`config.mk`:
```
export PLATFORM = sky130hd
export DESIGN_NAME = static_reg_bank
export DESIGN_NICKNAME = d
export VERILOG_FILES = /design/src/rtl/static_reg_pkg.sv /design/src/rtl/static_reg_scrub.sv /design/src/rtl/static_reg_bank.sv
export SDC_FILE = /design/constraint.sdc
export NUM_CORES = 1
export LEC_CHECK = 0
export BUFFER_PORTS_ARGS = -buffer_cell sky130_fd_sc_hd__buf_2
export CAP_MARGIN = 20
export CORE_ASPECT_RATIO = 0.9
export CORE_MARGIN = 2
export CORE_UTILIZATION = 47
export DETAILED_ROUTE_END_ITERATION = 8
export PLACE_DENSITY_LB_ADDON = 0.2
export SYNTH_ARGS = -nofsm -noshare
export SYNTH_HDL_FRONTEND = slang
export SYNTH_HIERARCHICAL = 1
export SYNTH_SLANG_ARGS = --single-unit
export TNS_END_PERCENT = 30
```
`constraint.sdc`:
```
create_clock -name clk -period 1.6 [get_ports clk]
set_input_delay 0.16 -clock clk [delete_from_list [all_inputs] [get_ports clk]]
set_output_delay 0.16 -clock clk [all_outputs]
set_load 0.01 [all_outputs]
```
`src/rtl/static_reg_pkg.sv`:
```
// static_reg_pkg: shared state encoding and counter sizing for the static register bank
package static_reg_pkg;

    typedef enum logic [1:0] {SETTLE, LOCKED, ACK} state_t;

    function automatic int cnt_width(input int settle_cycles, input int scrub_period);
        return $clog2((settle_cycles > scrub_period ? settle_cycles : scrub_period) + 1);
    endfunction

endpackage

```
`src/rtl/static_reg_scrub.sv`:
```
// static_reg_scrub: periodic compare of locked words against live tie-offs with sticky drift flags
module static_reg_scrub
    import static_reg_pkg::*;
#(
    parameter int WIDTH        = 8,
    parameter int NUM_CH       = 4,
    parameter int SCRUB_PERIOD = 256,
    parameter int CW           = cnt_width(1, SCRUB_PERIOD)
) (
    input  logic                    clk,
    input  logic                    reset_n,
    input  logic                    en,
    input  logic [NUM_CH*WIDTH-1:0] live,
    input  logic [NUM_CH*WIDTH-1:0] locked,
    input  logic                    mismatch_clr,
    output logic [NUM_CH-1:0]       mismatch
);

    localparam logic [CW-1:0] LAST = CW'(SCRUB_PERIOD - 1);

    logic [CW-1:0]     cnt;
    logic              wrap;
    logic [NUM_CH-1:0] set;

    assign wrap = en && (cnt == LAST);

    for (genvar c = 0; c < NUM_CH; c++) begin : g_cmp
        assign set[c] = wrap && (live[c*WIDTH +: WIDTH] != locked[c*WIDTH +: WIDTH]);
    end

    // period counter restarts whenever the bank leaves LOCKED; a set beats a same-edge clear
    always_ff @(posedge clk) begin
        if (!reset_n) begin
            cnt      <= '0;
            mismatch <= '0;
        end else begin
            cnt      <= (en && !wrap) ? cnt + 1'b1 : '0;
            mismatch <= (mismatch & ~{NUM_CH{mismatch_clr}}) | set;
        end
    end

endmodule

```
`src/rtl/static_reg_bank.sv`:
```
// static_reg_bank: captures tie-off words after a settle delay, locks them, supports recapture and scrub
module static_reg_bank
    import static_reg_pkg::*;
#(
    parameter int WIDTH         = 8,
    parameter int NUM_CH        = 4,
    parameter int SETTLE_CYCLES = 4,
    parameter bit SCRUB_EN      = 1,
    parameter int SCRUB_PERIOD  = 256
) (
    input  logic                    clk,
    input  logic                    reset_n,
    input  logic [NUM_CH*WIDTH-1:0] static_i,
    input  logic                    recap_req,
    input  logic                    mismatch_clr,
    output logic [NUM_CH*WIDTH-1:0] static_o,
    output logic                    static_valid,
    output logic                    recap_ack,
    output logic [NUM_CH-1:0]       mismatch
);

    localparam int            CW          = cnt_width(SETTLE_CYCLES, SCRUB_PERIOD);
    localparam logic [CW-1:0] SETTLE_LAST = CW'(SETTLE_CYCLES);

    state_t                  state, state_nx;
    logic [CW-1:0]           cnt, cnt_nx;
    logic                    recap, recap_nx;
    logic [NUM_CH*WIDTH-1:0] static_nx;
    logic                    valid_nx, ack_nx;

    // register the whole control/data state; reset aborts any operation in flight
    always_ff @(posedge clk) begin
        if (!reset_n) begin
            state        <= SETTLE;
            cnt          <= '0;
            recap        <= 1'b0;
            static_o     <= '0;
            static_valid <= 1'b0;
            recap_ack    <= 1'b0;
        end else begin
            state        <= state_nx;
            cnt          <= cnt_nx;
            recap        <= recap_nx;
            static_o     <= static_nx;
            static_valid <= valid_nx;
            recap_ack    <= ack_nx;
        end
    end

    // settle count then capture; recapture re-enters SETTLE and finishes through the ACK handshake
    always_comb begin
        state_nx  = state;
        cnt_nx    = cnt;
        recap_nx  = recap;
        static_nx = static_o;
        valid_nx  = static_valid;
        ack_nx    = recap_ack;
        case (state)
            SETTLE: begin
                if (cnt == SETTLE_LAST) begin
                    static_nx = static_i;
                    valid_nx  = 1'b1;
                    cnt_nx    = '0;
                    ack_nx    = recap;
                    state_nx  = recap ? ACK : LOCKED;
                end else begin
                    cnt_nx = cnt + 1'b1;
                end
            end
            LOCKED: begin
                if (recap_req) begin
                    state_nx = SETTLE;
                    recap_nx = 1'b1;
                    valid_nx = 1'b0;
                end
            end
            ACK: begin
                if (!recap_req) begin
                    ack_nx   = 1'b0;
                    recap_nx = 1'b0;
                    state_nx = LOCKED;
                end
            end
            default: state_nx = SETTLE;
        endcase
    end

    if (SCRUB_EN) begin : g_scrub
        static_reg_scrub #(
            .WIDTH       (WIDTH),
            .NUM_CH      (NUM_CH),
            .SCRUB_PERIOD(SCRUB_PERIOD),
            .CW          (CW)
        ) u_scrub (
            .clk         (clk),
            .reset_n     (reset_n),
            .en          (state == LOCKED),
            .live        (static_i),
            .locked      (static_o),
            .mismatch_clr(mismatch_clr),
            .mismatch    (mismatch)
        );
    end else begin : g_no_scrub
        logic unused_clr;
        assign unused_clr = mismatch_clr;
        assign mismatch   = '0;
    end

endmodule

```
==> run metrics, run 1 <==
outcome=complete, but fails checks; violated checks=setup timing; final worst-path cycle share=1.09; post-layout min period=1.75 ns; Final ANT Viol Nets=0; number of vias per cell=5.10; Layout Utilization=0.648; Fmax achieved=0.572 GHz; Slew HR=0.761; syn_area_per_cell=9.05 sq um; Fill cells=501; CTS tree=yes; kind of critical path=flop to flop; die extent in x=86.2 um; Worst Path Arrival=2.00 ns; sequential fraction of the synthesis area=0.413; Initial Utilization=0.494; worst hold path type=input port to flop; CP Max Fanout=5; DP Area=3380 sq um; Post-Route WL=6610 um; Die Area=6720 sq um; Synth-to-Final Area Change=31.2%; clock latency on the worst-skew pair=0.33 ns; actual slew at the worst max-slew pin=0.358 ns; Final WS setup=-0.148 ns; layout cell share with drive strength beyond 1=0.317; first-pass GRT wire length=10,500 um; pwr dens=951 nW/um^2; 1st-iter DRT viols=135; Hold WS=0.0819 ns; dpl hpwl=4310 um; maximum vdd ir drop=0.000541 V; Placed Cells=463; pre-CTS worst setup slack=-0.160 ns; commonest non-fill, non-tap cell in the layout=nand2_1; Yosys cell types=40; Clock Tree Buf Depth=2; largest net degree at the start of global routing=34; DRC=0; Final TNS setup=-5.03 ns; Startpoint Class=flop; io pins=74; Pwr Total=3.57 mW; drt pass-1 iters=4; post-synthesis net count=356; die height=78.0 um; Finished Cell Area=3750 sq um; vias in the first global route=2,288; CORE AREA=5790 sq um; static leakage=1.51 nW; met2 Use GR=0.307; routed length per instance=13.6 um; Final Instance Count excl. Fillers=487; synth warn=6; nets@finish=452; RePlAce Congestion=0.831; Overall Global Routing Usage=0.200; RSZ-0062 raised after global routing=true; initial antenna violation count=0; met3 usage=0.0426; Synth Cell Area=2860 sq um; Max Cap Viol=0; CTS sink cnt=59; commonest non-fill, non-tap cells in the layout=74 x nand2_1, 73 x buf_2, 55 x dfxtp_1; Slew Limit Fails=0; Reg clk slew, reported paths=0.07 ns; element type at the critical path end=flop; met1 Use GR=0.264; Fin Clk Skew=0.00956 ns; cells after synthesis=316; n_diodes=0; final hold violations=0; CTS root buf=clkbuf_8; FP Rows=26; CP required=1.85 ns; Via Count=2,486; port bufs=73; #FFs+latches synth=59; GRT Residual Overflow=0; Final setup viols=45; layer with the highest usage=met2; CTS buffer count=9; H-tree depth=3
[cell usage after synthesis]
library cell,number,area (sq um)
nand2_1,74,278
dfxtp_1,59,1180
xnor2_1,35,307
mux2i_1,33,330
nor2_1,17,63.8
nand4_1,14,87.6
clkbuf_1,10,37.5
o21ai_0,7,35.0
a21oi_1,6,30.0
inv_1,6,22.5
xor2_1,6,52.6
nand3_1,5,25.0
o31ai_1,5,37.5
ha_1,4,50.1
or4_1,4,30.0
buf_12,3,60.1
a21boi_0,2,15.0
and2_1,2,12.5
nor2b_1,2,12.5
or4b_4,2,27.5
a31o_2,1,8.76
a41o_1,1,10.0
and3b_1,1,8.76
and4_1,1,8.76
and4_2,1,10.0
buf_1,1,3.75
buf_2,1,5.00
buf_6,1,11.3
nand2b_1,1,6.26
nand3b_1,1,7.51
nor3_2,1,10.0
nor3b_1,1,7.51
o211ai_1,1,7.51
o21a_1,1,7.51
o31ai_2,1,12.5
o41ai_1,1,8.76
or2_1,1,6.26
or3_1,1,6.26
or3b_1,1,8.76
or3b_2,1,8.76
[kinds of logic after synthesis]
family                     synth area share
and+or+nand+nor                       0.219
xor gates and xnor gates              0.126
AOI/OAI and AO/OA                    0.0604
adders and majority gates            0.0175
buffers and inverters                0.0490
muxes                                 0.116
DFF                                   0.413
[where the power goes]
part           total (mW)  switching, mW  internal [mW]  leakage (nW)
clock                1.34          0.585          0.754        0.0991
sequential           1.58         0.0477           1.53         0.478
combinational       0.653          0.309          0.344         0.933
total                3.57          0.942           2.63          1.51
[flip-flops by register name (all words and copies together), names as in the netlist]
register and flops:
static_o 32, cnt 9, g_scrub.u_scrub/cnt 9, g_scrub.u_scrub/mismatch 4
state 2, recap 1, recap_ack 1, static_valid 1
[worst paths after layout]
check                              start                          end  slack [ns]  cells after the start
max                               cnt[1]                    recap_ack       -0.15                      7
min reg2reg  g_scrub.u_scrub/mismatch[3]  g_scrub.u_scrub/mismatch[3]        0.46                      2
min                         static_i[11]                 static_o[11]        0.08                      3
max reg2reg                       cnt[1]                    recap_ack       -0.15                      7
[worst max-delay path, stage by stage (launching register included)]
cell,delay [ns]
dfxtp_2,0.32
inv_2,0.06
ha_4,0.12
or4b_4,0.48
nor3_4,0.16
buf_6,0.19
buf_12,0.14
mux2i_2,0.19
[layer usage]
| layer | vias up | share of wire |
|---|---|---|
| met2 | 71 | 0.46 |
| li1 | 1268 | - |
| met5 | - | 0 |
| met3 | 11 | 0.055 |
| met4 | 0 | 0.020 |
| met1 | 1136 | 0.47 |
[repair_timing]
action	4_1_cts	5_1_grt
pin swaps	2	6
cloned	3	2
hold buffers	0	0
setup buffers	3	0
endpoints found under the hold margin	0	0
endpoints found under the setup margin	43	54
resized for setup	5	8
[layout make-up]
class | count | area (sq um) | area share
clock buffers | 11 | 141 | 0.0377
multi-input cells | 235 | 1560 | 0.416
flip-flops and latches | 59 | 1190 | 0.316
repair buffers | 101 | 699 | 0.186
clock inverters | 5 | 52.6 | 0.0140
inverters | 6 | 22.5 | 0.00600
well taps | 70 | 87.6 | 0.0233
(Power assumes the default switching activity.)
==> run 2, diff against run 1 <==
--- a/config.mk
+++ b/config.mk
@@ -11,7 +11,7 @@
 export CORE_MARGIN = 2
 export CORE_UTILIZATION = 47
 export DETAILED_ROUTE_END_ITERATION = 8
-export PLACE_DENSITY_LB_ADDON = 0.2
+export PLACE_DENSITY = 0.75
 export SYNTH_ARGS = -nofsm -noshare
 export SYNTH_HDL_FRONTEND = slang
 export SYNTH_HIERARCHICAL = 1
==> run metrics, run 2 (synthesis gave the netlist of run 1 again) <==
Final ANT Viol Nets=0; CTS root buf=clkbuf_8; Final WS setup=-0.129 ns; largest register by flop count=static_o; 1st-iter DRT viols=73; element type at the critical path end=flop; RSZ-0062 raised after global routing=true; Clock Tree Buf Depth=2; layout cell share with drive strength beyond 1=0.311; die extent in x=86.2 um; Via Count=2,464; CTS sink cnt=59; Startpoint Class=flop; largest net degree at the start of global routing=26; final worst-path cycle share=1.08; Slowest-stage cell, CP=or4b_4; post-layout min period=1.73 ns; R2R setup slack=-0.13 ns; maximum vdd ir drop=0.000662 V; CTS tree=yes; Post-Route WL=6450 um; Setup crit start=cnt[0]; CORE AREA=5790 sq um; Worst Path Arrival=1.99 ns; Reg clk slew, reported paths=0.07 ns; n_diodes=0; CP Max Fanout=12; Overall Global Routing Usage=0.195; dpl hpwl=4550 um; number of flip-flops in the largest register=32; worst hold path type=input port to flop; initial antenna violation count=0; io pins=74; Die Area=6720 sq um; final hold violations=0; nets@finish=447; Final Instance Count excl. Fillers=482; GRT Residual Overflow=0; CP required=1.86 ns; Placed Cells=463; kind of critical path=flop to flop; Slew Limit Fails=0; outcome=complete, but fails checks; Initial Utilization=0.494; commonest non-fill, non-tap cell in the layout=nand2_1; reg2reg start=cnt[0]; Layout Utilization=0.634; port bufs=73; Fmax achieved=0.578 GHz; FP Rows=26; first-pass GRT wire length=10,300 um; number of vias per cell=5.11; hold_sp=static_i[11]; Final TNS setup=-2.56 ns; actual slew at the worst max-slew pin=0.435 ns; worst path cell trace=inv_2 > ha_1 > or4b_4 > nor3_4 > buf_6 > clkbuf_16 > mux2i_1; static leakage=1.49 nW; Max Cap Viol=0; routed length per instance=13.4 um; vias in the first global route=2,320; violated checks=setup timing; Slew HR=0.710; Fin Clk Skew=0.00907 ns; DRC=0; pwr dens=1000 nW/um^2; commonest non-fill, non-tap cells in the layout=74 x nand2_1, 73 x buf_2, 54 x dfxtp_1; clock latency on the worst-skew pair=0.34 ns; H-tree depth=3; Crit path largest cell delay=0.49 ns; Final setup viols=36; drt pass-1 iters=4; Synth-to-Final Area Change=28.4%; CTS buffer count=9; RePlAce Congestion=0.811; die height=78.0 um; largest registers=static_o: 32 flops, cnt: 9 flops, g_scrub.u_scrub/cnt: 9 flops
==> run 2: power breakdown <==
| part | internal [mW] | switching (mW) | leakage, nW |
|---|---|---|---|
| clock | 0.953 | 0.571 | 0.119 |
| sequential | 1.53 | 0.0495 | 0.478 |
| combinational | 0.290 | 0.281 | 0.890 |
| total | 2.77 | 0.902 | 1.49 |
==> run 2: metrics by stage <==
stage	hold WS (ns)	instance area (sq um)	setup slack (ns)	power (mW)
after floorplan	0.302	2860	-0.0658	1.95
after global placement	0.426	3370	-0.0472	2.13
after detailed placement	0.435	3370	-0.112	2.14
after CTS	0.0668	3590	-0.119	3.68
after global routing	0.0628	3670	-0.213	3.83
final	0.0803	3670	-0.129	3.68
==> run 2: area by class of cell <==
class                           instances  area [sq um]
Clock buffer                           11           151
Clock inverter                          5          75.1
Fill cell                             498          2120
Inverter                                6          22.5
Multi-Input combinational cell        235          1550
Sequential cell                        59          1190
Tap cell                               70          87.6
Timing Repair Buffer                   96           593
==> run 2: timing repair <==
item,4_1_cts,5_1_grt
hold buffers,0,0
setup buffers,0,1
gates cloned,0,2
setup endpoints to repair,38,52
resized for setup,3,6
pin swaps,2,4
==> run 2: routing by layer <==
layer / share of wire / routed length, um / global-route usage / vias to the layer above
met5: 0 / 0 / 0 / -
met4: 0.015 / 97 / 0.0625 / 0
met3: 0.057 / 369 / 0.0755 / 11
met2: 0.49 / 3160 / 0.326 / 69
met1: 0.44 / 2830 / 0.231 / 1129
li1: - / - / - / 1255
==> run 2: final timing paths <==
check	cells past startpoint	end
setup / recovery	7	static_o[4]
hold / removal	3	static_o[11]
setup reg to reg	7	static_o[4]
hold reg to reg	1	g_scrub.u_scrub/cnt[0]
==> run 2: worst max-delay path: cells and delay by family (launching register included) <==
family | cells | cell delay (ns)
buffers and inverters | 3 | 0.38
flip-flops | 1 | 0.32
AND/OR/NAND/NOR | 2 | 0.65
adder cells (fa/ha/maj) | 1 | 0.12
multiplexers | 1 | 0.20
